[src/rtl/sat_engine_pkg.sv]
// Shared defaults and FSM state encoding for the conflict-analysis / backtrack controller.
package sat_engine_pkg;

  localparam int DEF_NUM_VARS    = 8;
  localparam int DEF_WIDTH_LVL   = 10;
  localparam int DEF_WIDTH_C_LEN = 4;

  typedef enum logic [2:0] {
    IDLE    = 3'd0,
    ANALYZE = 3'd1,
    SCAN    = 3'd2,
    BKT     = 3'd3,
    DONE    = 3'd4
  } state_t;

endpackage

[src/rtl/analyze_bkt_ctrl_if.sv]
// Request/response bundle between the variable bin (master) and analyze_bkt_ctrl (slave).
interface analyze_bkt_ctrl_if
  import sat_engine_pkg::*;
#(
  parameter int NUM_VARS    = DEF_NUM_VARS,
  parameter int WIDTH_LVL   = DEF_WIDTH_LVL,
  parameter int WIDTH_C_LEN = DEF_WIDTH_C_LEN
);

  logic                          start_i;
  logic [NUM_VARS-1:0]           find_conflict_i;
  logic [NUM_VARS-1:0]           clause_len_i;
  logic [NUM_VARS*WIDTH_LVL-1:0] max_lvl_i;
  logic                          apply_analyze_o;
  logic                          apply_bkt_o;
  logic [WIDTH_LVL-1:0]          bkt_lvl_o;
  logic [WIDTH_C_LEN-1:0]        learnt_len_o;
  logic                          done_o;
  logic                          unsat_o;

  modport master (
    output start_i, find_conflict_i, clause_len_i, max_lvl_i,
    input  apply_analyze_o, apply_bkt_o, bkt_lvl_o, learnt_len_o, done_o, unsat_o
  );

  modport slave (
    input  start_i, find_conflict_i, clause_len_i, max_lvl_i,
    output apply_analyze_o, apply_bkt_o, bkt_lvl_o, learnt_len_o, done_o, unsat_o
  );

endinterface

[src/rtl/max2_tracker.sv]
// Registered tracker of the highest and second-highest distinct level seen since the last clear.
module max2_tracker
  import sat_engine_pkg::*;
#(
  parameter int WIDTH_LVL = DEF_WIDTH_LVL
) (
  input  logic                 clk,
  input  logic                 rst,
  input  logic                 clr,
  input  logic                 en,
  input  logic [WIDTH_LVL-1:0] lvl,
  output logic [WIDTH_LVL-1:0] max_nxt_o,
  output logic [WIDTH_LVL-1:0] sec_nxt_o
);

  logic [WIDTH_LVL-1:0] max_q;
  logic [WIDTH_LVL-1:0] sec_q;
  logic [WIDTH_LVL-1:0] max_nxt;
  logic [WIDTH_LVL-1:0] sec_nxt;

  // Second must stay strictly below max, so a repeat of either level is a no-op.
  always_comb begin
    max_nxt = max_q;
    sec_nxt = sec_q;
    if (en) begin
      if (lvl > max_q) begin
        max_nxt = lvl;
        sec_nxt = max_q;
      end else if ((lvl < max_q) && (lvl > sec_q)) begin
        sec_nxt = lvl;
      end
    end
  end

  always_ff @(posedge clk) begin
    if (!rst) begin
      max_q <= '0;
      sec_q <= '0;
    end else if (clr) begin
      max_q <= '0;
      sec_q <= '0;
    end else begin
      max_q <= max_nxt;
      sec_q <= sec_nxt;
    end
  end

  assign max_nxt_o = max_nxt;
  assign sec_nxt_o = sec_nxt;

endmodule

[src/rtl/analyze_bkt_ctrl.sv]
// Conflict-analysis / backtrack sequencer for one variable bin.
// Optional ANALYZE watchdog enabled by defining ANALYZE_TIMEOUT_EN.
module analyze_bkt_ctrl
  import sat_engine_pkg::*;
#(
  parameter int NUM_VARS    = DEF_NUM_VARS,
  parameter int WIDTH_LVL   = DEF_WIDTH_LVL,
  parameter int WIDTH_C_LEN = DEF_WIDTH_C_LEN
) (
  input logic               clk,
  input logic               rst,
  analyze_bkt_ctrl_if.slave bus
);

  localparam int IDX_W = (NUM_VARS > 1) ? $clog2(NUM_VARS) : 1;

  function automatic logic [WIDTH_C_LEN-1:0] sat_inc(input logic [WIDTH_C_LEN-1:0] v);
    return (&v) ? v : v + 1'b1;
  endfunction

  state_t                 state_q, state_nxt;
  logic [IDX_W-1:0]       idx_q;
  logic [NUM_VARS-1:0]    fc_q;
  logic                   an_seen_q;
  logic [WIDTH_C_LEN-1:0] len_q, len_nxt;
  logic [WIDTH_LVL-1:0]   bkt_lvl_q;
  logic [WIDTH_C_LEN-1:0] learnt_q;
  logic                   unsat_q;

  logic                   accept;
  logic                   scan_last;
  logic                   an_stable;
  logic                   an_timeout;
  logic                   unsat_cond;
  logic                   cur_flag;
  logic [WIDTH_LVL-1:0]   cur_lvl;
  logic [WIDTH_LVL-1:0]   max_nxt;
  logic [WIDTH_LVL-1:0]   sec_nxt;

  assign accept    = (state_q == IDLE) && bus.start_i;
  assign scan_last = (state_q == SCAN) && (idx_q == IDX_W'(NUM_VARS - 1));
  // an_seen_q marks that fc_q already holds a value captured inside this ANALYZE visit.
  assign an_stable = (state_q == ANALYZE) && an_seen_q && (bus.find_conflict_i == fc_q);

`ifdef ANALYZE_TIMEOUT_EN
  localparam int TO_W = $clog2(2 * NUM_VARS);
  logic [TO_W-1:0] to_cnt_q;

  always_ff @(posedge clk) begin
    if (!rst) begin
      to_cnt_q <= '0;
    end else if (state_q == ANALYZE) begin
      to_cnt_q <= to_cnt_q + 1'b1;
    end else begin
      to_cnt_q <= '0;
    end
  end

  assign an_timeout = (state_q == ANALYZE) && (to_cnt_q == TO_W'(2 * NUM_VARS - 1));
`else
  assign an_timeout = 1'b0;
`endif

  always_comb begin
    cur_flag = 1'b0;
    cur_lvl  = '0;
    for (int k = 0; k < NUM_VARS; k++) begin
      if (idx_q == IDX_W'(k)) begin
        cur_flag = bus.clause_len_i[k];
        cur_lvl  = bus.max_lvl_i[k*WIDTH_LVL +: WIDTH_LVL];
      end
    end
  end

  assign len_nxt = ((state_q == SCAN) && cur_flag) ? sat_inc(len_q) : len_q;

  max2_tracker #(.WIDTH_LVL(WIDTH_LVL)) u_max2 (
    .clk       (clk),
    .rst       (rst),
    .clr       (accept),
    .en        ((state_q == SCAN) && cur_flag),
    .lvl       (cur_lvl),
    .max_nxt_o (max_nxt),
    .sec_nxt_o (sec_nxt)
  );

  // Decision uses the post-update values so the last variable counts without an extra cycle.
  assign unsat_cond = (len_nxt == '0) || (max_nxt == '0);

  always_comb begin
    state_nxt = state_q;
    case (state_q)
      IDLE:    if (bus.start_i) state_nxt = ANALYZE;
      ANALYZE: if (an_stable || an_timeout) state_nxt = SCAN;
      SCAN:    if (scan_last) state_nxt = unsat_cond ? DONE : BKT;
      BKT:     state_nxt = DONE;
      DONE:    state_nxt = IDLE;
      default: state_nxt = IDLE;
    endcase
  end

  always_ff @(posedge clk) begin
    if (!rst) begin
      state_q   <= IDLE;
      idx_q     <= '0;
      fc_q      <= '0;
      an_seen_q <= 1'b0;
      len_q     <= '0;
      bkt_lvl_q <= '0;
      learnt_q  <= '0;
      unsat_q   <= 1'b0;
    end else begin
      state_q   <= state_nxt;
      an_seen_q <= (state_q == ANALYZE);
      unsat_q   <= scan_last && unsat_cond;
      idx_q     <= ((state_q == SCAN) && !scan_last) ? idx_q + 1'b1 : '0;
      if (state_q == ANALYZE) fc_q <= bus.find_conflict_i;
      if (accept) begin
        len_q     <= '0;
        bkt_lvl_q <= '0;
        learnt_q  <= '0;
      end else begin
        if (state_q == SCAN) len_q <= len_nxt;
        if (scan_last && !unsat_cond) begin
          bkt_lvl_q <= sec_nxt;
          learnt_q  <= len_nxt;
        end
      end
    end
  end

  assign bus.apply_analyze_o = (state_q == ANALYZE) || (state_q == SCAN);
  assign bus.apply_bkt_o     = (state_q == BKT);
  assign bus.done_o          = (state_q == DONE);
  assign bus.unsat_o         = (state_q == DONE) && unsat_q;
  assign bus.bkt_lvl_o       = bkt_lvl_q;
  assign bus.learnt_len_o    = learnt_q;

endmodule

[src/flat_wrapper.sv]
// flat-port wrapper written by rule: the top's interface ports become plain ports
module analyze_bkt_ctrl_flat import sat_engine_pkg::*;
#(
  parameter int NUM_VARS    = DEF_NUM_VARS,
  parameter int WIDTH_LVL   = DEF_WIDTH_LVL,
  parameter int WIDTH_C_LEN = DEF_WIDTH_C_LEN
)
  (clk, rst, bus_start_i, bus_find_conflict_i, bus_clause_len_i, bus_max_lvl_i, bus_apply_analyze_o, bus_apply_bkt_o, bus_bkt_lvl_o, bus_learnt_len_o, bus_done_o, bus_unsat_o);
  analyze_bkt_ctrl_if #(.NUM_VARS(NUM_VARS), .WIDTH_LVL(WIDTH_LVL), .WIDTH_C_LEN(WIDTH_C_LEN)) bus_i ();
  input logic clk;
  input logic rst;
  input wire logic [$bits(bus_i.start_i)-1:0] bus_start_i;
  input wire logic [$bits(bus_i.find_conflict_i)-1:0] bus_find_conflict_i;
  input wire logic [$bits(bus_i.clause_len_i)-1:0] bus_clause_len_i;
  input wire logic [$bits(bus_i.max_lvl_i)-1:0] bus_max_lvl_i;
  output wire logic [$bits(bus_i.apply_analyze_o)-1:0] bus_apply_analyze_o;
  output wire logic [$bits(bus_i.apply_bkt_o)-1:0] bus_apply_bkt_o;
  output wire logic [$bits(bus_i.bkt_lvl_o)-1:0] bus_bkt_lvl_o;
  output wire logic [$bits(bus_i.learnt_len_o)-1:0] bus_learnt_len_o;
  output wire logic [$bits(bus_i.done_o)-1:0] bus_done_o;
  output wire logic [$bits(bus_i.unsat_o)-1:0] bus_unsat_o;
  assign bus_i.start_i = bus_start_i;
  assign bus_i.find_conflict_i = bus_find_conflict_i;
  assign bus_i.clause_len_i = bus_clause_len_i;
  assign bus_i.max_lvl_i = bus_max_lvl_i;
  assign bus_apply_analyze_o = bus_i.apply_analyze_o;
  assign bus_apply_bkt_o = bus_i.apply_bkt_o;
  assign bus_bkt_lvl_o = bus_i.bkt_lvl_o;
  assign bus_learnt_len_o = bus_i.learnt_len_o;
  assign bus_done_o = bus_i.done_o;
  assign bus_unsat_o = bus_i.unsat_o;
  analyze_bkt_ctrl #(.NUM_VARS(NUM_VARS), .WIDTH_LVL(WIDTH_LVL), .WIDTH_C_LEN(WIDTH_C_LEN)) u_core (.clk(clk), .rst(rst), .bus(bus_i));
endmodule
[config.mk]
export PLATFORM = sky130hd
export DESIGN_NAME = analyze_bkt_ctrl_flat
export DESIGN_NICKNAME = d
export VERILOG_FILES = /design/src/rtl/sat_engine_pkg.sv /design/src/rtl/analyze_bkt_ctrl_if.sv /design/src/rtl/max2_tracker.sv /design/src/rtl/analyze_bkt_ctrl.sv /design/src/flat_wrapper.sv
export SDC_FILE = /design/constraint.sdc
export NUM_CORES = 1
export LEC_CHECK = 0
export BUFFER_PORTS_ARGS = -buffer_cell sky130_fd_sc_hd__buf_4
export CELL_PAD_IN_SITES_DETAIL_PLACEMENT = 1
export CELL_PAD_IN_SITES_GLOBAL_PLACEMENT = 1
export CORE_ASPECT_RATIO = 0.6
export CORE_MARGIN = 2
export CORE_UTILIZATION = 41
export CTS_CLUSTER_DIAMETER = 100
export DETAILED_ROUTE_END_ITERATION = 16
export PLACE_DENSITY = 0.92
export SETUP_SLACK_MARGIN = 0.3
export SYNTH_ARGS = -nofsm -noshare
export SYNTH_HDL_FRONTEND = slang
export SYNTH_SLANG_ARGS = --single-unit
[constraint.sdc]
create_clock -name clk -period 12.4 [get_ports clk]
set_input_delay 1.24 -clock clk [delete_from_list [all_inputs] [get_ports clk]]
set_output_delay 1.24 -clock clk [all_outputs]
set_load 0.1 [all_outputs]
# After elaboration in Yosys (flattened, before gate mapping)
# Index checks and enable logic that the tools add are counted.
# op_classes
addsub,2
order_cmp,3
n_eq_ne,15
n_mux,28
bitwise_logic,1
reduce_logical,22
# ops
operator,count
$mux 10,13
$gt 10x10->1,2
$eq 3x3->1 const B,5
$eq 3x2->1 const B,4
$mux 3,4
$pmux 3 s4,1
$logic_and 1x1->1,10
$logic_not 10->1,1
$lt 10x10->1,1
$eq 8x8->1,1
$mux 1,8
$mux 4,2
$eq 3x1->1 const B,2
$logic_not 3->1,2
$add 4x1->4 const B,1
$logic_not 4->1,1
$ne 2x1->1 const B,2
$reduce_and 4->1,1
$add 3x1->3 const B,1
$reduce_and 3->1,1
$logic_not 1->1,2
$logic_or 1x1->1,2
$ne 2x2->1 const B,1
$reduce_and 2->1,1
other kinds (2),2
# totals
ff_bits,54
input_bits,99
out_inout_bits,18
word_cells,81

# Longest topological paths before layout
# Gate-level depths: netlist of run 1.
# depth
word_depth,17
mapped_depth,20

# Hierarchy
# A second synthesis of run 1 with hierarchy kept.
# hier_totals
cells_unflattened,550
hier_area_um2,4254.1
# by_module_without_submodules
mod,n_inst,cells_each,area_per_inst_um2,seq_area_each_um2
analyze_bkt_ctrl,1,350,2508.7,680.7
max2_tracker,1,200,1745.4,400.4

# Worst setup path after synthesis of run 1
# Ideal clock, no wire load.
# synth_timing
kind,register to output
startpoint,register u_core.state_q[0]
endpoint,output bus_unsat_o
t_arrival_ns,3.656
path_slack_ns,7.504
path_stages_with_launch,4
n_path_buf,1
cell_sequence,dfxtp_1 > buf_4 > nor3b_1 > and2_1
# synth_between
elab_chain_len,2
# synth_lines
item,line_no,source
start: declaration,analyze_bkt_ctrl.sv:21,"state_t state_q, state_nxt;"
start signal: assignment,analyze_bkt_ctrl.sv:113,state_q <= state_nxt;
$eq 3x3->1,-,
named net bus_done_o,flat_wrapper.sv:20,output wire logic [$bits(bus_i.done_o)-1:0] bus_done_o;
$logic_and 1x1->1,analyze_bkt_ctrl.sv:135,assign bus.unsat_o = (state_q == DONE) && unsat_q;
end: declaration,flat_wrapper.sv:21,output wire logic [$bits(bus_i.unsat_o)-1:0] bus_unsat_o;
# The timed path passes the listed nets, and every way through them passes these cells.

# Final worst setup path of run 1
# layout_timing
startpoint,register u_core.idx_q[0]
endpoint,register u_core.learnt_q[0] (netlist: u_core.bus.learnt_len_o[0])
# layout_between
elab_chain_len,16
word_cells_on_any_way,35
cone_classes,order compare (1); eq/ne (7); mux (19); reduce/logical (8)
# layout_lines
item,line_no,source
start: declaration,analyze_bkt_ctrl.sv:22,logic [IDX_W-1:0] idx_q;
start signal: assignment,analyze_bkt_ctrl.sv:116,idx_q <= ((state_q == SCAN) && !scan_last) ? idx_q + 1'b1 : '0;
$logic_not 3->1,analyze_bkt_ctrl.sv:68,if (idx_q == IDX_W'(k)) begin
$mux 10 (8 in a row),analyze_bkt_ctrl.sv:68,
$gt 10x10->1,max2_tracker.sv:26,if (lvl > max_q) begin
$mux 10,max2_tracker.sv:26,
$mux 10,max2_tracker.sv:25,if (en) begin
$logic_not 10->1,analyze_bkt_ctrl.sv:88,assign unsat_cond = (len_nxt == '0) || (max_nxt == '0);
$logic_or 1x1->1,analyze_bkt_ctrl.sv:88,
$logic_not 1->1,analyze_bkt_ctrl.sv:124,if (scan_last && !unsat_cond) begin
$logic_and 1x1->1,analyze_bkt_ctrl.sv:124,
end signal: assignment,analyze_bkt_ctrl.sv:126,learnt_q <= len_nxt;
end: declaration,analyze_bkt_ctrl.sv:27,logic [WIDTH_C_LEN-1:0] learnt_q;
# Parallel ways exist; a longest one is shown, timed or not.
# A chain may end at the register's enable or synchronous reset.

==> results of run 1 <==
-- per-stage QoR --
stage / utilization [%] / power, mW / cell area, µm² / setup slack [ps]
after floorplan: - / 0.285 / 4050 / 7500
after global placement: 50.4 / 0.333 / 4910 / 6990
after detailed placement: 50.4 / 0.340 / 4910 / 6660
after CTS: 52.2 / 0.503 / 5080 / 6630
after global routing: 52.2 / 0.527 / 5080 / 6040
final: 52.2 / 0.503 / 5080 / 6610
-- state kept, by name, summed over array words and instances, names as in the netlist --
name	flops
u_core.an_seen_q	1
u_core.bus.bkt_lvl_o	10
u_core.bus.learnt_len_o	4
u_core.fc_q	8
u_core.idx_q	3
u_core.len_q	4
u_core.state_q	3
u_core.u_max2.max_q	10
u_core.u_max2.sec_q	10
u_core.unsat_q	1
-- worst register-to-register path: stages (launching register included) --
cell	delay, ps
dfxtp_1	350
inv_1	90
ha_1	750
or2_0	430
a221oi_2	70
nor4b_1	410
a2bb2oi_1	590
ha_1	290
nor3_1	50
or3_1	310
a21oi_1	200
nand3_1	300
nor2_4	310
nor2_2	130
nor4_4	980
mux2_2	430
-- area by class of cell --
type | instances | share of cell area [%]
clock inverter | 3 | 0.935
clock buffer | 5 | 2.46
multi-input combinational | 372 | 51.8
tap | 135 | 3.32
timing repair buffer | 118 | 17.4
sequential | 54 | 21.3
inverter | 38 | 2.81
-- metal layers --
layer	track usage (%)	vias to the layer above
met5	0	-
met1	34.1	2039
met4	6.45	0
li1	-	1980
met2	47.0	162
met3	4.93	17
-- cell families after synthesis --
family	after synthesis
buffers and inverters	69
AND/OR/NAND/NOR	177
XOR/XNOR	9
AO/OA/AOI/OAI	144
multiplexers	15
adder cells (fa/ha/maj)	27
flip-flops	54
-- layout by cell type (no fill, tap or decap), types with 3 or more instances in the layout --
master,count
a2111oi_0,4
a211oi_1,10
a21boi_0,8
a21oi_1,37
a221oi_1,11
a22oi_1,4
a2bb2oi_1,4
a31oi_1,5
and2_1,19
and3_1,4
buf_4,118
clkbuf_16,5
dfxtp_1,54
ha_1,27
inv_1,37
mux2_2,6
mux2_4,7
nand2_1,54
nand2b_1,8
nand4_1,6
nor2_1,28
nor2b_1,14
nor3_1,6
nor3b_1,6
nor4_1,7
nor4b_1,4
o211ai_1,4
o21a_1,3
o21ai_0,21
o221ai_1,6
o22ai_1,5
o31a_1,3
or3_1,3
xnor2_1,6
xor2_1,3
-- path summary, 6_finish.rpt --
kind,end,slack [ps],cells past startpoint
worst max register to register,u_core.bus.learnt_len_o[0],6610,15
worst max-delay path,u_core.bus.learnt_len_o[0],6610,15
worst min register to register,u_core.fc_q[3],480,2
worst min-delay path,u_core.fc_q[3],480,2
-- report_power, final --
part	switching, mW	internal [mW]	leakage (nW)
Clock	0.0669	0.0965	0.0844
Combinational	0.0891	0.0639	1.55
Sequential	0.00686	0.180	0.437
Total	0.163	0.340	2.07
==> reports/metrics.cfg, run 1 <==
[setup_path]
critPathBufInv = 1
critPathMaxFanout = 28
crit_path_start_kind = flip-flop
slowest_delay_ps = 980
worstPathArrival_ps = 5970
slowest_stage = nor4_4
cp-end-kind = flip-flop
path_class = reg -> reg
crit_top_cell = ha_1
crit_family = simple AND/OR/NAND/NOR gates
critPathLaunch = u_core.idx_q[0]
path_cells = inv_1 > ha_1 > or2_0 > a221oi_2 > nor4b_1 > a2bb2oi_1 > ha_1 > nor3_1 > or3_1 > a21oi_1 > nand3_1 > nor2_4 > nor2_2 > nor4_4 > mux2_2
required_ps = 12590
r2r_start = u_core.idx_q[0]

[floorplanning]
core_area_um2 = 9740
die_x_um = 132
io_pins = 117
fp-row-count = 28
die_h_um = 81.0
dieArea_um2 = 10700
initial_core_util_pct = 41.6

[final_layout]
final_cells = 725
insertedDiodeCount = 0
drive_gt1_share_pct = 26.3
final_nets = 715
regArea_um2 = 1080
multi_input_area_um2 = 2630
fillers = 1217
synthToLayoutAreaGrowth_pct = 25.4

[timing]
tightestPinTransition_ps = 1150
rsz0062_at_grt = no
finalCritPeriodShare_pct = 46.7
finalCriticalPeriod_ps = 5790
fmax_ghz = 0.173
setup_viol = 0
finClkSkew_ps = 4.49
whs_ps = 482
finalMaxSlewViolations = 0
max_slew_margin_pct = 22.7
finalHoldViolCount = 0
setup-tns-final_ps = 0

[global_route]
grt.total_usage_pct = 26.6
grt_pass1_wl_mm = 22.7
grt_antenna_before_repair = 0
grt_pass1_vias = 4346
grt_max_degree = 34
overflow = 0

[synthesis]
muxShareOfSynthArea_pct = 4.75
synth_top_cell_by_area = dfxtp_1
synth_warnings = 0
yosysTopAreaCellShare_pct = 26.7
synth_adder_area_share_pct = 8.33
ys_top_cells_by_area = dfxtp_1, ha_1, nand2_1, a21oi_1, inv_1
synth_top_family_by_area = compound AO/OA/AOI/OAI gates
synthSimpleGateAreaFrac_pct = 24.3
synthesis.nets = 621
ys_ff_latch = 54
synth_cell_types = 69
synth_xor_area_share_pct = 1.94
syn-mean-instance-area_um2 = 8.19
ys.flop_type = dfxtp_1
netlist_instances = 495
async_flop_share_pct = 0
synth.top_cells.by_count = dfxtp_1, nand2_1, a21oi_1, inv_1, nor2_1
synth_compound_area_share_pct = 25.6
synth_seq_area_share_pct = 26.7
post_synth_instance_area_um2 = 4050
synth-edff-count = 0

[clock_tree]
cts_buffers = 5
h-tree-depth = 2
cts.repair.resized = 0
clock_sinks = 54
cts_tree = built
hold_buffers = 0
cts_buffer_depth = 2
clk_latency_ps = 290
clkTransAtPathRegs_ps = 70
cts-root-buf = clkbuf_16
cts_setup_buffers = 0

[detailed_routing]
post_drt_via_cell_ratio = 5.79
wl_per_cell_um = 19.9
dr_wl_met3_um = 963
drc_errors = 0
wl_met2_mm = 6.57
top_layer = met4
drt-met1-wl_mm = 6.64
drt_pass1_iterations = 4
first_iter_violations = 238
antenna_left = 0
vias = 4198
wl_mm = 14.4

[min_path]
min_from = u_core.fc_q[3]
hold_path_class = reg -> reg

[run_status]
status = finished clean

[power]
p_leak_nw = 2.07
peakVddDrop_mv = 0.0932
power_density_nw_per_um2 = 98.9

[placement]
numPortBuffers = 116
gp_congestion = 0.921
dp.cells = 717
hpwl_mm = 11.3

[run]
max-cap-violations = 0

(Power assumes the default switching activity.)
==> inputs of run 2 (changes only) <==
--- a/config.mk
+++ b/config.mk
@@ -10,10 +10,10 @@
 export CELL_PAD_IN_SITES_GLOBAL_PLACEMENT = 1
 export CORE_ASPECT_RATIO = 0.6
 export CORE_MARGIN = 2
-export CORE_UTILIZATION = 41
+export CORE_UTILIZATION = 35
 export CTS_CLUSTER_DIAMETER = 100
 export DETAILED_ROUTE_END_ITERATION = 16
-export PLACE_DENSITY = 0.92
+export PLACE_DENSITY = 0.84
 export SETUP_SLACK_MARGIN = 0.3
 export SYNTH_ARGS = -nofsm -noshare
 export SYNTH_HDL_FRONTEND = slang
==> constraint.sdc (replaced) <==
create_clock -name clk -period 4.8 [get_ports clk]
set_input_delay 0.48 -clock clk [delete_from_list [all_inputs] [get_ports clk]]
set_output_delay 0.48 -clock clk [all_outputs]
set_load 0.1 [all_outputs]
==> reports/metrics.cfg, run 2 (synthesized netlist as in run 1, its figures left out) <==
[clock_tree]
cts_buffers = 5  ; unchanged
clk_latency_ps = 290  ; about the same
clkTransAtPathRegs_ps = 70  ; about the same
h-tree-depth = 2  ; unchanged
hold_buffers = 0  ; unchanged
clock_sinks = 54  ; unchanged
cts-root-buf = clkbuf_16
cts_tree = built
cts_buffer_depth = 2  ; unchanged

[run_status]
status = finished clean

[timing]
finalCritPeriodShare_pct = 90.4  ; +44 points
rsz0062_at_grt = yes
fmax_ghz = 0.231  ; +33%
setup_viol = 0  ; unchanged
finalCriticalPeriod_ps = 4340  ; -1450 ps
setup-tns-final_ps = 0  ; unchanged
finClkSkew_ps = 4.53  ; +0.0399 ps
finalMaxSlewViolations = 0  ; unchanged
max_slew_margin_pct = 20.2  ; -2.4 points
finalHoldViolCount = 0  ; unchanged
tightestPinTransition_ps = 1190  ; +42.5 ps

[power]
p_leak_nw = 2.17  ; +4.9%
seq_power_share_pct = 37.6  ; +0.5 points
pwr-share-comb_pct = 33.9  ; +3.5 points
p_int_uw = 848  ; +150%
switchingPower_uw = 434  ; +170%
p_clk_share_pct = 28.5  ; -4.0 points
peakVddDrop_mv = 0.144  ; +55%
power_density_nw_per_um2 = 241  ; +140%
power_switching_share_pct = 33.9  ; +1.5 points

[global_route]
grt.total_usage_pct = 23.7  ; -3.0 points
overflow = 0  ; unchanged
grt_pass1_wl_mm = 23.2  ; +2.4%
grt_pass1_vias = 4343  ; -0.069%
grt_antenna_before_repair = 0  ; unchanged
grt_max_degree = 34  ; unchanged

[setup_path]
slowest_stage = ha_1
crit_path_start_kind = flip-flop
path_cells = buf_4 > ha_1 > buf_4 > nor3b_1 > a21oi_1 > o31ai_4 > ha_1 > nand2_1 > or3_1 > a21oi_2 > nand3_4 > nor2_4 > nor2_2 > nor4_4 > buf_6 > mux2_2
path_class = reg -> reg
slowest_delay_ps = 390  ; -590 ps
cp-end-kind = flip-flop
critPathMaxFanout = 19  ; -32%
worstPathArrival_ps = 4520  ; -1450 ps
required_ps = 4980  ; -7610 ps

[detailed_routing]
antenna_left = 0  ; unchanged
wl_per_cell_um = 19.5  ; -2.1%
wl_mm = 14.9  ; +3.7%
post_drt_via_cell_ratio = 5.54  ; -4.3%
vias = 4256  ; +1.4%
first_iter_violations = 187  ; -21%
drc_errors = 0  ; unchanged
drt_pass1_iterations = 5  ; +1

[min_path]
hold_path_class = in -> reg

[final_layout]
synthToLayoutAreaGrowth_pct = 31.2
insertedDiodeCount = 0  ; unchanged
final_nets = 734  ; +2.7%
drive_gt1_share_pct = 30.9  ; +4.6 points
utilization_pct = 47.1  ; -5.1 points
fillers = 1404  ; +15%
layout_common_cells = buf_4, nand2_1, dfxtp_1, inv_1, a21oi_1
final_common_cell = buf_4

[floorplanning]
die_h_um = 87.4  ; +7.8%
fp-row-count = 30  ; +7.1%
io_pins = 117  ; unchanged
dieArea_um2 = 12500  ; +16%
core_area_um2 = 11300  ; +16%
initial_core_util_pct = 35.9  ; -5.7 points
die_x_um = 143  ; +8.0%

[placement]
numPortBuffers = 116  ; unchanged
gp_congestion = 0.966  ; +4.8%
hpwl_mm = 11.7  ; +3.2%

[run]
max-cap-violations = 0  ; unchanged

[run 2: cell count changes in the layout (fill, tap and decap cells not counted), sizes merged]
cell	change
buf	+19
bufinv	-1
[run 2: power groups by stage]
stage | Combinational [mW] | Clock (mW) | Sequential, mW
after floorplan | 0.255 | 0 | 0.482
after global placement | 0.390 | 0 | 0.490
after detailed placement | 0.406 | 0 | 0.492
after CTS | 0.412 | 0.371 | 0.481
after global routing | 0.471 | 0.394 | 0.484
final | 0.434 | 0.366 | 0.482
[run 2: worst paths after layout]
kind                                             start                      end  slack (ps)  cells after the start
worst max-delay path                   u_core.idx_q[2]  u_core.bus.bkt_lvl_o[7]         460                     16
worst min-delay path            bus_find_conflict_i[3]           u_core.fc_q[3]         460                      3
worst max register to register         u_core.idx_q[2]  u_core.bus.bkt_lvl_o[7]         460                     16
worst min register to register          u_core.fc_q[3]           u_core.fc_q[3]         480                      2
[run 2: what timing repair did]
action,CTS,global route
setup buffers,0,1
cloned,0,1
pin swaps,0,1
endpoints found under the hold margin,0,0
gates resized for setup,4,23
endpoints found under the setup margin,27,32
[run 2: area by class of cell]
| class | count | area, µm² | share of cell area (%) |
|---|---|---|---|
| clock buffer | 5 | 125 | 2.35 |
| sequential | 54 | 1080 | 20.3 |
| timing repair buffer | 137 | 1040 | 19.5 |
| multi-input combinational | 372 | 2720 | 51.2 |
| clock inverter | 2 | 13.8 | 0.259 |
| tap | 160 | 200 | 3.76 |
| inverter | 38 | 143 | 2.68 |
[run 2: layer usage]
| metal | wire length, µm | share of wire (%) | vias to the layer above | track usage [%] |
|---|---|---|---|---|
| li1 | - | - | 2008 | - |
| met1 | 7050 | 47 | 2061 | 32.5 |
| met2 | 6660 | 45 | 170 | 38.9 |
| met3 | 1080 | 7.2 | 17 | 4.62 |
| met4 | 148 | 0.99 | 0 | 4.77 |
| met5 | 0 | 0 | - | 0 |
[run 2: critical path: cells and delay by family, from the launching register on]
kind	cells	cell delay, ps
AOI/OAI and AO/OA	3	720
and+or+nand+nor	7	1310
adders and majority gates	2	760
DFF	1	360
buffers and inverters	3	730
muxes	1	340
[run 2: stage by stage]
step	area [µm²]	worst slack, ps	std cells	power [mW]	hold slack [ps]
floorplan	4050	455	495	0.737	433
global placement	5070	236	759	0.880	447
detailed placement	5070	31.8	759	0.898	473
CTS	5220	311	766	1.26	462
global route	5320	256	768	1.35	475
finish	5320	462	768	1.28	463
==> inputs of run 3 (changes only) <==
--- a/config.mk
+++ b/config.mk
@@ -11,9 +11,10 @@
 export CORE_ASPECT_RATIO = 0.6
 export CORE_MARGIN = 2
 export CORE_UTILIZATION = 35
-export CTS_CLUSTER_DIAMETER = 100
+export CTS_CLUSTER_DIAMETER = 80
 export DETAILED_ROUTE_END_ITERATION = 16
 export PLACE_DENSITY = 0.84
+export RECOVER_POWER = 50
 export SETUP_SLACK_MARGIN = 0.3
 export SYNTH_ARGS = -nofsm -noshare
 export SYNTH_HDL_FRONTEND = slang
==> reports/metrics.cfg, run 3 (synthesized netlist as in run 1, its figures left out) <==
[final_layout]
stdcell_area_um2 = 5220  ; -1.9%
layout_common_cells = buf_4, nand2_1, dfxtp_1, inv_1, a21oi_1
final_nets = 734  ; unchanged
insertedDiodeCount = 0  ; unchanged
drive_gt1_share_pct = 27.5  ; -3.5 points
final_common_cell = buf_4
final_cells = 768  ; unchanged
synthToLayoutAreaGrowth_pct = 28.8

[clock_tree]
clkTransAtPathRegs_ps = 70  ; about the same
cts_buffer_depth = 2  ; unchanged
clk_latency_ps = 300  ; about the same
clock_sinks = 54  ; unchanged
cts-root-buf = clkbuf_16
cts_buffers = 5  ; unchanged
hold_buffers = 0  ; unchanged
cts_tree = built
h-tree-depth = 2  ; unchanged

[detailed_routing]
post_drt_via_cell_ratio = 5.54  ; about the same
drt_pass1_iterations = 5  ; unchanged
antenna_left = 0  ; unchanged
drc_errors = 0  ; unchanged
first_iter_violations = 221  ; +18%
wl_mm = 14.9  ; -0.23%
vias = 4254  ; -0.047%
wl_per_cell_um = 19.4  ; -0.23%

[power]
switchingPower_uw = 434  ; about the same
p_int_uw = 843  ; -0.60%
seq_power_share_pct = 37.7  ; about the same
p_clk_share_pct = 28.9  ; +0.4 points
power_density_nw_per_um2 = 245  ; +1.5%
power_mw = 1.28  ; -0.37%
p_leak_nw = 2.09  ; -3.7%
power_switching_share_pct = 34.0  ; +0.16 points
peakVddDrop_mv = 0.145  ; +0.54%
pwr-share-comb_pct = 33.5  ; -0.4 points

[setup_path]
required_ps = 4990  ; about the same
worstPathArrival_ps = 4490  ; -30 ps
slowest_delay_ps = 390  ; about the same
slowest_stage = ha_1
critPathBufInv = 3  ; unchanged
critPathMaxFanout = 19  ; unchanged
critPathLaunch = u_core.idx_q[2]
path_cells = buf_4 > ha_1 > buf_4 > nor3b_1 > a21oi_1 > o31ai_4 > ha_1 > nand2_1 > or3_1 > a21oi_2 > nand3_4 > nor2_4 > nor2_2 > nor4_4 > buf_6 > mux2_2
cp.depth = 16  ; unchanged
path_class = reg -> reg
crit_family = simple AND/OR/NAND/NOR gates
cp-end-kind = flip-flop
r2r_end = u_core.bus.bkt_lvl_o[7]
crit_path_start_kind = flip-flop
crit_path_end = u_core.bus.bkt_lvl_o[7]
r2r_slack_ps = 490  ; +30 ps
r2r_start = u_core.idx_q[2]
r2r_cells = 16  ; unchanged

[min_path]
min_path_cells = 3  ; unchanged
hold_path_class = in -> reg

[timing]
tightestPinTransition_ps = 1190  ; -7.37 ps
max_slew_margin_pct = 20.7  ; +0.49 points
setup_viol = 0  ; unchanged
whs_ps = 463  ; -0.387 ps
setup-tns-final_ps = 0  ; unchanged
finalHoldViolCount = 0  ; unchanged
finalMaxSlewViolations = 0  ; unchanged
fmax_ghz = 0.232  ; +0.66%
finalCriticalPeriod_ps = 4310  ; -28.6 ps
rsz0062_at_grt = yes
finalCritPeriodShare_pct = 89.8  ; -0.60 points
finClkSkew_ps = 4.46  ; -0.0713 ps

[run_status]
status = finished clean

[global_route]
overflow = 0  ; unchanged
grt_max_degree = 34  ; unchanged
grt.total_usage_pct = 23.7  ; unchanged
grt_antenna_before_repair = 0  ; unchanged
grt_pass1_wl_mm = 23.2  ; unchanged
grt_pass1_vias = 4343  ; unchanged

[placement]
dp.cells = 759  ; unchanged
numPortBuffers = 116  ; unchanged
placed_area_um2 = 5070  ; unchanged
gp_congestion = 0.966  ; unchanged
hpwl_mm = 11.7  ; unchanged

[floorplanning]
dieArea_um2 = 12500  ; unchanged
initial_core_util_pct = 35.9  ; unchanged
die_h_um = 87.4  ; unchanged
io_pins = 117  ; unchanged
fp-row-count = 30  ; unchanged
core_area_um2 = 11300  ; unchanged
die_x_um = 143  ; unchanged

[run]
max-cap-violations = 0  ; unchanged

==> run 3: changes by cell type in the layout (fill, tap and decap cells not counted) <==
cell / delta
nand2b_1: +1
and2_0: +2
clkbuf_1: +18
nor4b_1: +1
nand2b_2: -1
nor4b_4: -1
o31ai_4: -1
buf_4: -18
o31ai_1: +1
and2_1: -2
==> run 3: worst min-delay path by stage <==
stage                 endpoint  slack [ps]                    from
2_1_floorplan  u_core.idx_q[0]         430         u_core.idx_q[0]
3_3_place_gp   u_core.idx_q[0]         450         u_core.idx_q[0]
3_5_place_dp    u_core.fc_q[3]         470          u_core.fc_q[3]
4_1_cts         u_core.fc_q[3]         460  bus_find_conflict_i[3]
5_1_grt         u_core.fc_q[3]         480  bus_find_conflict_i[3]
6_report        u_core.fc_q[3]         460  bus_find_conflict_i[3]
==> run 3: power groups by stage <==
| stage | clock, mW | sequential (mW) | combinational, mW |
|---|---|---|---|
| finish | 0.369 | 0.481 | 0.428 |
| global route | 0.394 | 0.483 | 0.464 |
| CTS | 0.371 | 0.481 | 0.412 |
| detailed placement | 0 | 0.492 | 0.406 |
| global placement | 0 | 0.490 | 0.390 |
| floorplan | 0 | 0.482 | 0.255 |
==> run 3: repair_timing <==
action,in CTS,in global routing
buffers inserted,0,1
gates resized for setup,4,23
pin swaps,0,1
endpoints found under the setup margin,27,32
cloned,0,1
==> run 3: through the flow <==
step           util [%]  setup slack (ps)
4_1_cts            46.2               311
5_1_grt            46.2               205
2_1_floorplan         -               455
3_3_place_gp       44.9               236
3_5_place_dp       44.9              31.8
6_report           46.2               491
==> run 3: layer usage <==
metal	vias up	GRT usage, %	share of wire [%]
li1	2005	-	-
met1	2056	32.5	47
met2	172	38.9	45
met3	21	4.62	7.6
met4	0	4.77	1.2
met5	-	0	0
==> run 3: final cells by class <==
class	count	area, µm²
flip-flops and latches	54	1080
repair buffers	137	968
inverters	38	143
fillers	1418	6080
multi-input cells	372	2690
clock buffers	5	125
well taps	160	200
clock inverters	2	13.8
==> run 3: worst register-to-register path, cell delays in order, from the launching register on <==
cell and delay [ps]:
dfxtp_1 360, buf_4 250, ha_1 390, buf_4 260, nor3b_1 70, a21oi_1 310, o31ai_4 140, ha_1 370
nand2_1 100, or3_1 390, a21oi_2 260, nand3_4 170, nor2_4 140, nor2_2 90, nor4_4 360, buf_6 210
mux2_2 340
